==> src/rtl/rd_port_arbiter.sv <==
// Round-robin arbiter sharing one async-FIFO read port among several read-domain consumers.
// Grants bounded bursts, gates the read enable and routes the delayed read-valid to the issuer.
module rd_port_arbiter #(
  parameter int P_NUM_REQ = 4,
  parameter int P_ID_W    = 2,
  parameter int P_BURST_W = 4,
  parameter int P_TO_W    = 4,
  parameter int P_RD_LAT  = 1
) (
  input  logic                 rclk,
  input  logic                 rrst,
  input  logic [P_NUM_REQ-1:0] i_req,
  input  logic [P_NUM_REQ-1:0] i_ready,
  input  logic [P_BURST_W-1:0] i_burst_len,
  input  logic [P_TO_W-1:0]    i_timeout,
  input  logic                 i_empty,
  output logic                 o_r_en,
  output logic [P_NUM_REQ-1:0] o_gnt,
  output logic [P_ID_W-1:0]    o_gnt_id,
  output logic [P_NUM_REQ-1:0] o_rvalid,
  output logic                 o_busy
);

  typedef enum logic [0:0] {ST_IDLE = 1'b0, ST_BURST = 1'b1} state_t;

  state_t               state_q;
  logic [P_ID_W-1:0]    last_q;
  logic [P_ID_W-1:0]    owner_q;
  logic [P_NUM_REQ-1:0] gnt_q;
  logic [P_BURST_W-1:0] bcnt_q;
  logic [P_BURST_W-1:0] bcnt_d;
  logic [P_TO_W-1:0]    to_q;
  logic [P_TO_W-1:0]    to_d;
  logic [P_RD_LAT-1:0]  pipe_en_q;
  logic [P_ID_W-1:0]    pipe_id_q [P_RD_LAT];

  logic                 pick_vld_s;
  logic [P_ID_W-1:0]    pick_id_s;
  logic [P_ID_W-1:0]    cand_s;
  logic                 hit_s;
  logic                 owner_req_s;
  logic                 owner_rdy_s;
  logic                 busy_s;
  logic                 end_s;

  // Next owner: first requester searching upward from the one after the last owner.
  always_comb begin
    pick_vld_s = 1'b0;
    pick_id_s  = '0;
    cand_s     = '0;
    hit_s      = 1'b0;
    for (int k = 1; k <= P_NUM_REQ; k++) begin
      cand_s     = P_ID_W'((int'(last_q) + k) % P_NUM_REQ);
      hit_s      = !pick_vld_s && i_req[cand_s];
      pick_id_s  = hit_s ? cand_s : pick_id_s;
      pick_vld_s = pick_vld_s | hit_s;
    end
  end

  assign busy_s      = (state_q == ST_BURST);
  assign owner_req_s = i_req[owner_q];
  assign owner_rdy_s = i_ready[owner_q];
  assign o_r_en      = busy_s & owner_req_s & owner_rdy_s & ~i_empty & (bcnt_q != '0);
  assign bcnt_d      = bcnt_q - P_BURST_W'(o_r_en);
  assign end_s       = (o_r_en && (bcnt_q == P_BURST_W'(1))) || !owner_req_s ||
                       ((i_timeout != '0) && (to_q >= i_timeout));

  // Empty-timeout counter: cleared by data, counts starved cycles, saturates.
  always_comb begin
    to_d = to_q;
    if (i_empty == 1'b0) begin
      to_d = '0;
    end else if (owner_req_s && (to_q != '1)) begin
      to_d = to_q + P_TO_W'(1);
    end else begin
      to_d = to_q;
    end
  end

  // Grant FSM with registered grant, owner index and burst/timeout counters.
  always_ff @(posedge rclk or posedge rrst) begin
    if (rrst) begin
      state_q <= ST_IDLE;
      last_q  <= P_ID_W'(P_NUM_REQ - 1);
      owner_q <= '0;
      gnt_q   <= '0;
      bcnt_q  <= '0;
      to_q    <= '0;
    end else begin
      case (state_q)
        ST_IDLE: begin
          if (pick_vld_s) begin
            state_q <= ST_BURST;
            owner_q <= pick_id_s;
            gnt_q   <= P_NUM_REQ'(1'b1) << pick_id_s;
            bcnt_q  <= (i_burst_len == '0) ? P_BURST_W'(1) : i_burst_len;
            to_q    <= '0;
          end else begin
            state_q <= ST_IDLE;
          end
        end
        ST_BURST: begin
          bcnt_q <= bcnt_d;
          to_q   <= to_d;
          if (end_s) begin
            state_q <= ST_IDLE;
            gnt_q   <= '0;
            last_q  <= owner_q;
          end else begin
            state_q <= ST_BURST;
          end
        end
        default: begin
          state_q <= ST_IDLE;
          gnt_q   <= '0;
        end
      endcase
    end
  end

  // Read-valid pipeline: remembers who issued each read so data follows the issuer.
  always_ff @(posedge rclk or posedge rrst) begin
    if (rrst) begin
      pipe_en_q <= '0;
      for (int i = 0; i < P_RD_LAT; i++) begin
        pipe_id_q[i] <= '0;
      end
    end else begin
      pipe_en_q[0] <= o_r_en;
      pipe_id_q[0] <= owner_q;
      for (int i = P_RD_LAT - 1; i > 0; i--) begin
        pipe_en_q[i] <= pipe_en_q[i-1];
        pipe_id_q[i] <= pipe_id_q[i-1];
      end
    end
  end

  assign o_rvalid = P_NUM_REQ'(pipe_en_q[P_RD_LAT-1]) << pipe_id_q[P_RD_LAT-1];
  assign o_gnt    = gnt_q;
  assign o_gnt_id = owner_q;
  assign o_busy   = busy_s;

endmodule

==> config.mk <==
export PLATFORM = sky130hd
export DESIGN_NAME = rd_port_arbiter
export DESIGN_NICKNAME = d
export VERILOG_FILES = /design/src/rtl/rd_port_arbiter.sv
export SDC_FILE = /design/constraint.sdc
export NUM_CORES = 1
export LEC_CHECK = 0
export ABC_AREA = 1
export BUFFER_PORTS_ARGS = -buffer_cell sky130_fd_sc_hd__buf_4
export CORE_MARGIN = 3
export CORE_UTILIZATION = 45
export CTS_CLUSTER_SIZE = 40
export DETAILED_ROUTE_END_ITERATION = 10
export HOLD_SLACK_MARGIN = 0.15
export PLACE_DENSITY = 0.71
export SYNTH_ARGS = -nofsm -noshare
export SYNTH_HDL_FRONTEND = slang
export SYNTH_SLANG_ARGS = --single-unit
export TNS_END_PERCENT = 100
==> constraint.sdc <==
create_clock -name rclk -period 3.2 [get_ports rclk]
set_clock_uncertainty 0.15 [all_clocks]
set_input_delay 0 -clock rclk [delete_from_list [all_inputs] [get_ports rclk]]
set_output_delay 0 -clock rclk [all_outputs]
set_load 0.02 [all_outputs]
# ---- Yosys cells after proc, flatten, opt, wreduce, memory -nomap -nowiden
# Index checks and enable logic that the tools add are counted.
dict set report word_totals {
  ff_bits 20
  input_bits 19
  output_inout_bits 12
}
dict set report classes {
  bitwise 9
  shifts 2
  eq_ne 5
  n_lt_le_gt_ge 6
  n_mux 29
  reduce_logical 19
  add_sub_neg 6
}
# op count
set op_table {}
lappend op_table {{$mux W4} 7}
lappend op_table {{$pmux W4 S2} 3}
lappend op_table {{$lt A2 B3 Y1 const B} 5}
lappend op_table {{$bmux W1 S2} 6}
lappend op_table {{$mux W1} 8}
lappend op_table {{$mux W2} 4}
lappend op_table {{$reduce_and A2 Y1} 4}
lappend op_table {{$reduce_bool A4 Y1} 2}
lappend op_table {{$logic_and A1 B1 Y1} 6}
lappend op_table {{$add A2 B1 Y2 const B} 2}
lappend op_table {{$add A2 B2 Y2 const B} 2}
lappend op_table {{$add A4 B1 Y4 const B} 1}
lappend op_table {{$and A1 B1 Y1} 4}
lappend op_table {{$eq A4 B1 Y1 const B} 1}
lappend op_table {{$ge A4 B4 Y1} 1}
lappend op_table {{$logic_not A1 Y1} 4}
lappend op_table {{$logic_not A4 Y1} 1}
lappend op_table {{$ne A4 B4 Y1 const B} 1}
lappend op_table {{$shl A1 B2 Y4} 1}
lappend op_table {{$shl A1 B2 Y4 const A} 1}
lappend op_table {{$sub A4 B1 Y4} 1}
lappend op_table {{$ne A3 B2 Y1 const B} 1}
lappend op_table {{$or A1 B1 Y1} 3}
lappend op_table {{$logic_or A1 B1 Y1} 2}
lappend op_table {{4 further kinds} 5}

# ---- Logic depth before layout (Yosys ltp)
# Gate-level depths: netlist (run 1).
dict set report depth {
  depth_word 15
  depth_mapped 13
}

# ---- Worst setup path before layout (run 1)
# Ideal clock, no wire load.
dict set report synth_path {
  path_type {register -> register}
  start {reg owner_q[0], in the netlist o_gnt_id[0]}
  end {reg bcnt_q[1]}
  synth_period_minus_slack_ns 2.568
  arrival_time_ns 2.336
  t_required_ns 2.967
  stages_incl_launch_ff 11
  n_path_buf 0
  path_slack_ns 0.632
  cell_sequence {dfrtp_1 > inv_1 > nor2_1 > o21ai_0 > nand3_1 > nor3_1 > ha_1 > ha_1 > o21ai_0 > nand2_1 > o21ai_0}
}
dict set report synth_via {
  elab_chain_cells 8
  word_cells_on_any_way 10
  cone_classes {add/sub: 1; mux: 5; bitwise: 4}
}
# element line
set synth_rtl {}
lappend synth_rtl {{start, declared} 28} ;# logic [P_ID_W-1:0] owner_q;
lappend synth_rtl {{start signal, assigned} 94} ;# owner_q <= pick_id_s;
lappend synth_rtl {{$bmux W1 S2} 61} ;# assign owner_req_s = i_req[owner_q];
lappend synth_rtl {{$mux W1 (not written as such)} 61}
lappend synth_rtl {{$and A1 B1 Y1} 63} ;# assign o_r_en = busy_s & owner_req_s & owner_rdy_s & ~i_empty & (bcnt_q != '0);
lappend synth_rtl {{$and A1 B1 Y1 (*) (3 in series)} 63}
lappend synth_rtl {{net o_r_en} 17} ;# output logic o_r_en,
lappend synth_rtl {{$sub A4 B1 Y4 (*)} 64} ;# assign bcnt_d = bcnt_q - P_BURST_W'(o_r_en);
lappend synth_rtl {{$pmux W4 S2 (*)} 90} ;# case (state_q)
lappend synth_rtl {{end signal, assigned} 96} ;# bcnt_q <= (i_burst_len == '0) ? P_BURST_W'(1) : i_burst_len;
lappend synth_rtl {{end signal, assigned} 103} ;# bcnt_q <= bcnt_d;
lappend synth_rtl {{end, declared} 30} ;# logic [P_BURST_W-1:0] bcnt_q;
# The timed path passes the listed nets; every way through them passes the cells marked *. The select of a mux whose other input is x is not followed.
# A chain may end at the register's enable or synchronous reset.

# ---- Worst setup path after layout (run 1)
dict set report layout_path {
  start {in i_timeout[0]}
  end {reg state_q, in the netlist o_busy}
}
dict set report layout_via {
  elab_chain_cells 5
  word_cells_on_any_way 6
  cone_classes {order compare: 1; mux: 2; reduce/logical: 3}
}
# element line
set layout_rtl {}
lappend layout_rtl {{start, declared} 15} ;# input logic [P_TO_W-1:0] i_timeout,
lappend layout_rtl {{$ge A4 B4 Y1 / $reduce_bool A4 Y1 (equally long branches)} 66} ;# ((i_timeout != '0) && (to_q >= i_timeout));
lappend layout_rtl {{$logic_and A1 B1 Y1 (*)} 66}
lappend layout_rtl {{$logic_or A1 B1 Y1 (*)} 65} ;# assign end_s = (o_r_en && (bcnt_q == P_BURST_W'(1))) || !owner_req_s ||
lappend layout_rtl {{$mux W1 (*)} 105} ;# if (end_s) begin
lappend layout_rtl {{$pmux W1 S2 (*)} 90}
lappend layout_rtl {{end signal, assigned} 93} ;# state_q <= ST_BURST;
lappend layout_rtl {{end signal, assigned} 106} ;# state_q <= ST_IDLE;
lappend layout_rtl {{end signal, assigned} 110} ;# state_q <= ST_BURST;
lappend layout_rtl {{end, declared} 26} ;# state_t state_q;
# Every way passes the cells marked *; elsewhere a longest branch is shown, timed or not.

==> results.sh, run 1 <==
export IMPL_drv_cap=0
export IMPL_slew_violations=0
export IMPL_sw_frac_of_total=0.522
export IMPL_finalHoldViolCount=0
export IMPL_r2r_slack_ns=0.82
export IMPL_rsz0062_at_grt="no"
export IMPL_crit_type="primary input to register"
export IMPL_clk_pin_slew_ns=0.11
export IMPL_combPwrFrac=0.634
export IMPL_wire_per_inst_um=11.7
export IMPL_status="completed"
export IMPL_ys_warn_count=0
export IMPL_clock_root_buffer="clkbuf_4"
export IMPL_synth_edf_count=0
export IMPL_critPathArrivalTime_ns=2.81
export IMPL_seq_power_share=0.281
export IMPL_io_pins=31
export IMPL_irDropWorstVdd_v=0.000481
export IMPL_power_mw=1.75
export IMPL_synth_flop_cell="dfrtp_1"
export IMPL_grt_usage=0.175
export IMPL_post_route_period_util=0.852
export IMPL_fin_setup_tns_ns=0
export IMPL_cts_path_max_buffers=2
export IMPL_pwr_density_cell_nw_per_um2=876
export IMPL_synth_xor_area_frac=0.00557
export IMPL_p_int_uw=836
export IMPL_startpoint_type="primary input"
export IMPL_gp_congestion=0.834
export IMPL_cts_setup_buffers=0
export IMPL_place_hpwl_um=2580
export IMPL_viasPerCell=4.91
export IMPL_hp_class="primary input to register"
export IMPL_max_slew_margin=0.491
export IMPL_p_clk_frac=0.084
export IMPL_timing_fmax_ghz=0.367
export IMPL_detailroute_via_count=1425
export IMPL_synth_top_family_by_area="simple AND/OR/NAND/NOR gates"
export IMPL_die_area_um2=4240
export IMPL_finalNetCount=273
export IMPL_antenna_cells=0
export IMPL_fill_cells=290
export IMPL_cts_tree="yes"
export IMPL_syn_inst=201
export IMPL_die_w_um=65.1
export IMPL_syn_to_final_growth_pct=26.9
export IMPL_drc=0
export IMPL_p_leak_nw=1.03
export IMPL_synth_compound_area_frac=0.0963
export IMPL_seqCellArea_um2=503
export IMPL_grt_pass1_vias=1319
export IMPL_synth_mux_area_frac=0
export IMPL_period_needed_ns=2.73
export IMPL_netlist_area_um2=1570
export IMPL_postRouteAntennaNets=0
export IMPL_drive_gt1_frac=0.333
export IMPL_cp_end_kind="register"
export IMPL_antenna_found_initial=0
export IMPL_clock_latency_ns=0.30
export IMPL_synthSimpleGateAreaFrac=0.422
export IMPL_die_height_um=65.1
export IMPL_grt_max_degree=21
export IMPL_synth_seq_cells=20
export IMPL_cp_max_fo=2
export IMPL_first_iter_violations=42
export IMPL_synth_fa_ha_area_frac=0.0557
export IMPL_multiInputGateArea_um2=911
export IMPL_power_switching_uw=911
export IMPL_cts_hold_buffers=14
export IMPL_port_buffers=30
export IMPL_placementRows=20
export IMPL_core_area_um2=3180
export IMPL_async_reset_ff_frac=1.00
export IMPL_numClockSinks=20
export IMPL_grt_pass1_wl_um=5840
export IMPL_avgSynthCellArea_um2=7.82
export IMPL_grt_overflow=0
export IMPL_first_pass_iters=4
export IMPL_worst_pin_slew_ns=0.762
export IMPL_htree_levels=1
export IMPL_start_util=0.494
export IMPL_ys_types=31
export IMPL_mappedNetlistNets=227
export IMPL_cts_buffers=3
export IMPL_cts_resized=0
export IMPL_wl_um=3390
export IMPL_setup_violations=0
export IMPL_required_ns=3.28
export IMPL_ys_seq_area_frac=0.320
==> cells in the mapped netlist, types with 2 or more instances <==
cell / count / area share
nor2_1: 8 / 0.019
dfrtp_1: 18 / 0.29
inv_2: 3 / 0.0072
nand3_1: 19 / 0.061
buf_6: 3 / 0.021
inv_1: 23 / 0.055
o21ai_2: 5 / 0.028
nor3_1: 9 / 0.029
nand4_1: 5 / 0.020
nand2_2: 18 / 0.072
or2_2: 2 / 0.0080
nand2_4: 7 / 0.050
ha_1: 7 / 0.056
o21ai_0: 11 / 0.035
nand3_2: 3 / 0.019
a21oi_1: 2 / 0.0064
nand2_1: 42 / 0.10
o21ai_1: 2 / 0.0064
dfstp_2: 2 / 0.033
==> critical path, stage by stage <==
cell and delay, ns:
dlygate4sd3_1 0.53, buf_4 0.14, nor2_1 0.06, dlygate4sd3_1 0.55, nand3_1 0.06, dlygate4sd3_1 0.55, nand2_1 0.10, nand3_1 0.10
dlygate4sd3_1 0.58, o21ai_0 0.13
==> sequential cells by signal, indices dropped and copies added, names as in the netlist <==
| name | cells |
|---|---|
| to_q | 4 |
| o_gnt | 4 |
| pipe_en_q | 1 |
| o_gnt_id | 2 |
| pipe_id_q | 2 |
| bcnt_q | 4 |
| last_q | 2 |
| o_busy | 1 |
==> layout by cell type, fill, tap and decap left out, types with 2 or more instances in the layout <==
master,instances
nor3_1,9
dfrtp_1,18
o21ai_2,5
nand4_1,5
buf_4,30
nand3_2,3
inv_1,23
clkbuf_4,3
o21ai_0,11
dfstp_2,2
ha_1,7
dlygate4sd3_1,14
nand3_1,19
a21oi_1,2
nand2_1,42
nand2_2,18
nor2_1,8
nand2_4,7
inv_2,3
o21ai_1,2
or2_2,2
==> layout make-up <==
type / count / area share
multi-input combinational: 149 / 0.457
sequential: 20 / 0.252
timing repair buffer: 44 / 0.183
inverter: 29 / 0.0621
tap: 44 / 0.0276
clock buffer: 4 / 0.0182
==> power groups by stage <==
| stage | sequential, mW | combinational, mW | clock, mW |
|---|---|---|---|
| 6_report | 0.491 | 1.11 | 0.147 |
| 5_1_grt | 0.513 | 1.24 | 0.166 |
| 4_1_cts | 0.489 | 1.12 | 0.152 |
| 3_5_place_dp | 0.495 | 1.08 | 0 |
| 3_3_place_gp | 0.491 | 1.07 | 0 |
| 2_1_floorplan | 0.468 | 0.892 | 0 |
==> cells by family (layout without fill, tap and decap cells) <==
| group | Yosys count | in the layout |
|---|---|---|
| and+or+nand+nor | 117 | 117 |
| DFF | 20 | 20 |
| adders and majority gates | 7 | 7 |
| AOI/OAI and AO/OA | 24 | 24 |
| buffers and inverters | 32 | 77 |
| xor gates and xnor gates | 1 | 1 |
==> routing by layer <==
metal,GRT usage,share of wire,vias to the layer above
met3,0.0376,0.053,2
li1,-,-,750
met1,0.245,0.50,641
met4,0.0233,0.0053,0
met5,0,0,-
met2,0.285,0.44,32
==> through the flow <==
stage	hold WS, ns	std cells	cell area (um2)	setup WS (ns)	utilization
2_1_floorplan	-0.188	201	1570	0.632	-
3_3_place_gp	0.0312	272	1820	0.955	0.572
3_5_place_dp	0.0373	272	1820	0.854	0.572
4_1_cts	0.168	290	1990	0.475	0.628
5_1_grt	0.197	290	1990	0.368	0.628
6_report	0.183	290	1990	0.474	0.628
==> worst paths after layout <==
check,from,endpoint,depth (start not counted)
worst min register to register,o_gnt_id[1]$_DFFE_PP0P_,pipe_id_q[1]$_DFF_PP0_,0
min in group asynchronous,rrst,pipe_id_q[0]$_DFF_PP0_,3
worst max register to register,o_gnt_id[0]$_DFFE_PP0P_,bcnt_q[1]$_DFFE_PP0P_,10
worst max-delay path,i_timeout[0],o_busy$_DFF_PP0_,10
max in group asynchronous,rrst,o_gnt[0]$_DFFE_PP0P_,3
worst min-delay path,i_req[1],bcnt_q[0]$_DFFE_PP0P_,8
Power figures use the tool's default switching activity.
==> run 2: changes to the inputs <==
CORE_MARGIN = unset   (was 3)
RECOVER_POWER = 100   (was unset)
==> run 2 against run 1 <==
Effect of this change: sequential share of layout area rose by 1.0 points; largest cell class unchanged; combinational power fell by 10%; power fell by 3.3%; largest power group unchanged; setup slack got worse by 0.053 ns; highest routed layer unchanged; sequential cell count did not move; final cell count rose by 0.69%; die area fell by 12%; critical endpoint unchanged; critical path depth did not move.
==> results.sh, run 2 (same netlist as run 1, synthesis figures left out) <==
export IMPL_clock_latency_ns=0.30
export IMPL_drv_cap=0
export IMPL_gp_congestion=0.767
export IMPL_slowest_delay_ns=0.60
export IMPL_first_pass_iters=4
export IMPL_finalHoldViolCount=0
export IMPL_viasPerCell=4.85
export IMPL_r2r_slack_ns=0.50
export IMPL_startpoint="i_timeout[0]"
export IMPL_pwr_density_cell_nw_per_um2=881
export IMPL_cts_buffers=3
export IMPL_cts_setup_buffers=0
export IMPL_io_pins=31
export IMPL_start_util=0.471
export IMPL_die_w_um=61.1
export IMPL_grt_pass1_wl_um=5620
export IMPL_finalNetCount=273
export IMPL_setup_violations=0
export IMPL_cp_slowest_cell="dlygate4sd3_1"
export IMPL_path_buf_inv=5
export IMPL_period_needed_ns=2.78
export IMPL_path_cells="dlygate4sd3_1 -> clkbuf_4 -> nor2_1 -> dlygate4sd3_1 -> nand3_1 -> dlygate4sd3_1 -> nand2_1 -> nand3_1 -> dlygate4sd3_1 -> o21ai_0"
export IMPL_grt_usage=0.208
export IMPL_startpoint_type="primary input"
export IMPL_drive_gt1_frac=0.260
export IMPL_mostFrequentLayoutCells="nand2_1, inv_1, nand3_1, dfrtp_1, nand2_2"
export IMPL_timing_fmax_ghz=0.360
export IMPL_numClockSinks=20
export IMPL_clk_pin_slew_ns=0.12
export IMPL_worst_pin_slew_ns=0.779
export IMPL_final_common_cell="nand2_1"
export IMPL_p_leak_nw=0.969
export IMPL_fin_setup_tns_ns=0
export IMPL_irDropWorstVdd_v=0.000384
export IMPL_wire_per_inst_um=11.8
export IMPL_clock_root_buffer="clkbuf_4"
export IMPL_detailroute_via_count=1416
export IMPL_cpMostUsedCell="dlygate4sd3_1"
export IMPL_grt_overflow=0
export IMPL_cts_tree="yes"
export IMPL_die_height_um=61.1
export IMPL_core_area_um2=3340
export IMPL_drc=0
export IMPL_grt_pass1_vias=1271
export IMPL_cp_max_fo=2
export IMPL_antenna_found_initial=0
export IMPL_cp_endpoint="o_busy$_DFF_PP0_"
export IMPL_crit_type="primary input to register"
export IMPL_first_iter_violations=47
export IMPL_placementRows=21
export IMPL_fin_area_um2=1920
export IMPL_post_route_period_util=0.869
export IMPL_syn_to_final_growth_pct=22.1
export IMPL_antenna_cells=0
export IMPL_timing_rr_start="last_q[0]$_DFFE_PP1P_"
export IMPL_cpLargestDelayFamily="buffers and inverters"
export IMPL_max_slew_margin=0.480
export IMPL_power_mw=1.69
export IMPL_timing_rr_end="o_gnt_id[1]$_DFFE_PP0P_"
export IMPL_slew_violations=0
export IMPL_placed_cell_area_um2=1820
export IMPL_status="completed"
export IMPL_die_area_um2=3730
export IMPL_postRouteAntennaNets=0
export IMPL_crit_cells=10
export IMPL_cts_path_max_buffers=2
export IMPL_htree_levels=1
export IMPL_hp_class="primary input to register"
export IMPL_critPathArrivalTime_ns=2.87
export IMPL_required_ns=3.29
export IMPL_cp_end_kind="register"
export IMPL_port_buffers=30
export IMPL_wl_um=3430
export IMPL_place_hpwl_um=2580
export IMPL_rsz0062_at_grt="no"
export IMPL_reg2reg_depth=9
export IMPL_grt_max_degree=21
run 2: cell types whose count changed in the layout (fill, tap and decap cells not counted), sizes merged:
| cell | delta |
|---|---|
| bufinv | +1 |
| inv | -1 |
| clkinvlp | +1 |
| clkbuf | +13 |
| buf | -14 |
run 2: repair_timing:
| item | 4_1_cts | 5_1_grt |
|---|---|---|
| resized for setup | 0 | 0 |
| hold buffers | 14 | 0 |
| hold endpoints to repair | 32 | 0 |
run 2: metal layers:
layer | global-route usage | share of wire | up-vias
met1 | 0.297 | 0.51 | 644
met2 | 0.323 | 0.45 | 23
met5 | 0 | 0 | -
met3 | 0.0378 | 0.037 | 2
li1 | - | - | 747
met4 | 0.0584 | 0.0041 | 0
run 2: final cells by class:
type	count	area, um2
tap	46	57.6
clock buffer	3	22.5
clock inverter	1	30.0
fill	332	1420
multi-input combinational	149	862
sequential	20	503
inverter	29	123
timing repair buffer	44	320
run 2: worst min path at each step:
stage | from | end | depth (start not counted)
3_3_place_gp | rrst | to_q[2]$_DFFE_PP0P_ | 2
3_5_place_dp | rrst | to_q[3]$_DFFE_PP0P_ | 2
6_report | i_req[0] | to_q[0]$_DFFE_PP0P_ | 5
4_1_cts | i_req[1] | o_gnt[0]$_DFFE_PP0P_ | 7
2_1_floorplan | rrst | bcnt_q[0]$_DFFE_PP0P_ | 1
5_1_grt | i_req[1] | o_gnt[0]$_DFFE_PP0P_ | 7
run 2: worst register-to-register path: cells and delay by family, from the launching register on:
kind / cells / cell delay [ns]
AOI/OAI and AO/OA: 1 / 0.06
and+or+nand+nor: 7 / 1.22
buffers and inverters: 1 / 0.37
DFF: 1 / 0.81
run 2: report_power, final:
part           switching [mW]  internal [mW]  leakage, nW
combinational           0.658          0.338        0.689
clock                  0.0840          0.127       0.0279
sequential              0.124          0.360        0.252
total                   0.866          0.825        0.969
run 2: per-stage QoR:
| stage | setup WS (ns) | hold WS (ns) | utilization | cells |
|---|---|---|---|---|
| 3_3_place_gp | 0.972 | 0.0328 | 0.546 | 274 |
| 2_1_floorplan | 0.632 | -0.188 | - | 201 |
| 4_1_cts | 0.476 | 0.167 | 0.603 | 292 |
| 3_5_place_dp | 0.835 | 0.0417 | 0.546 | 274 |
| 6_report | 0.421 | 0.192 | 0.575 | 292 |
| 5_1_grt | 0.251 | 0.196 | 0.575 | 292 |
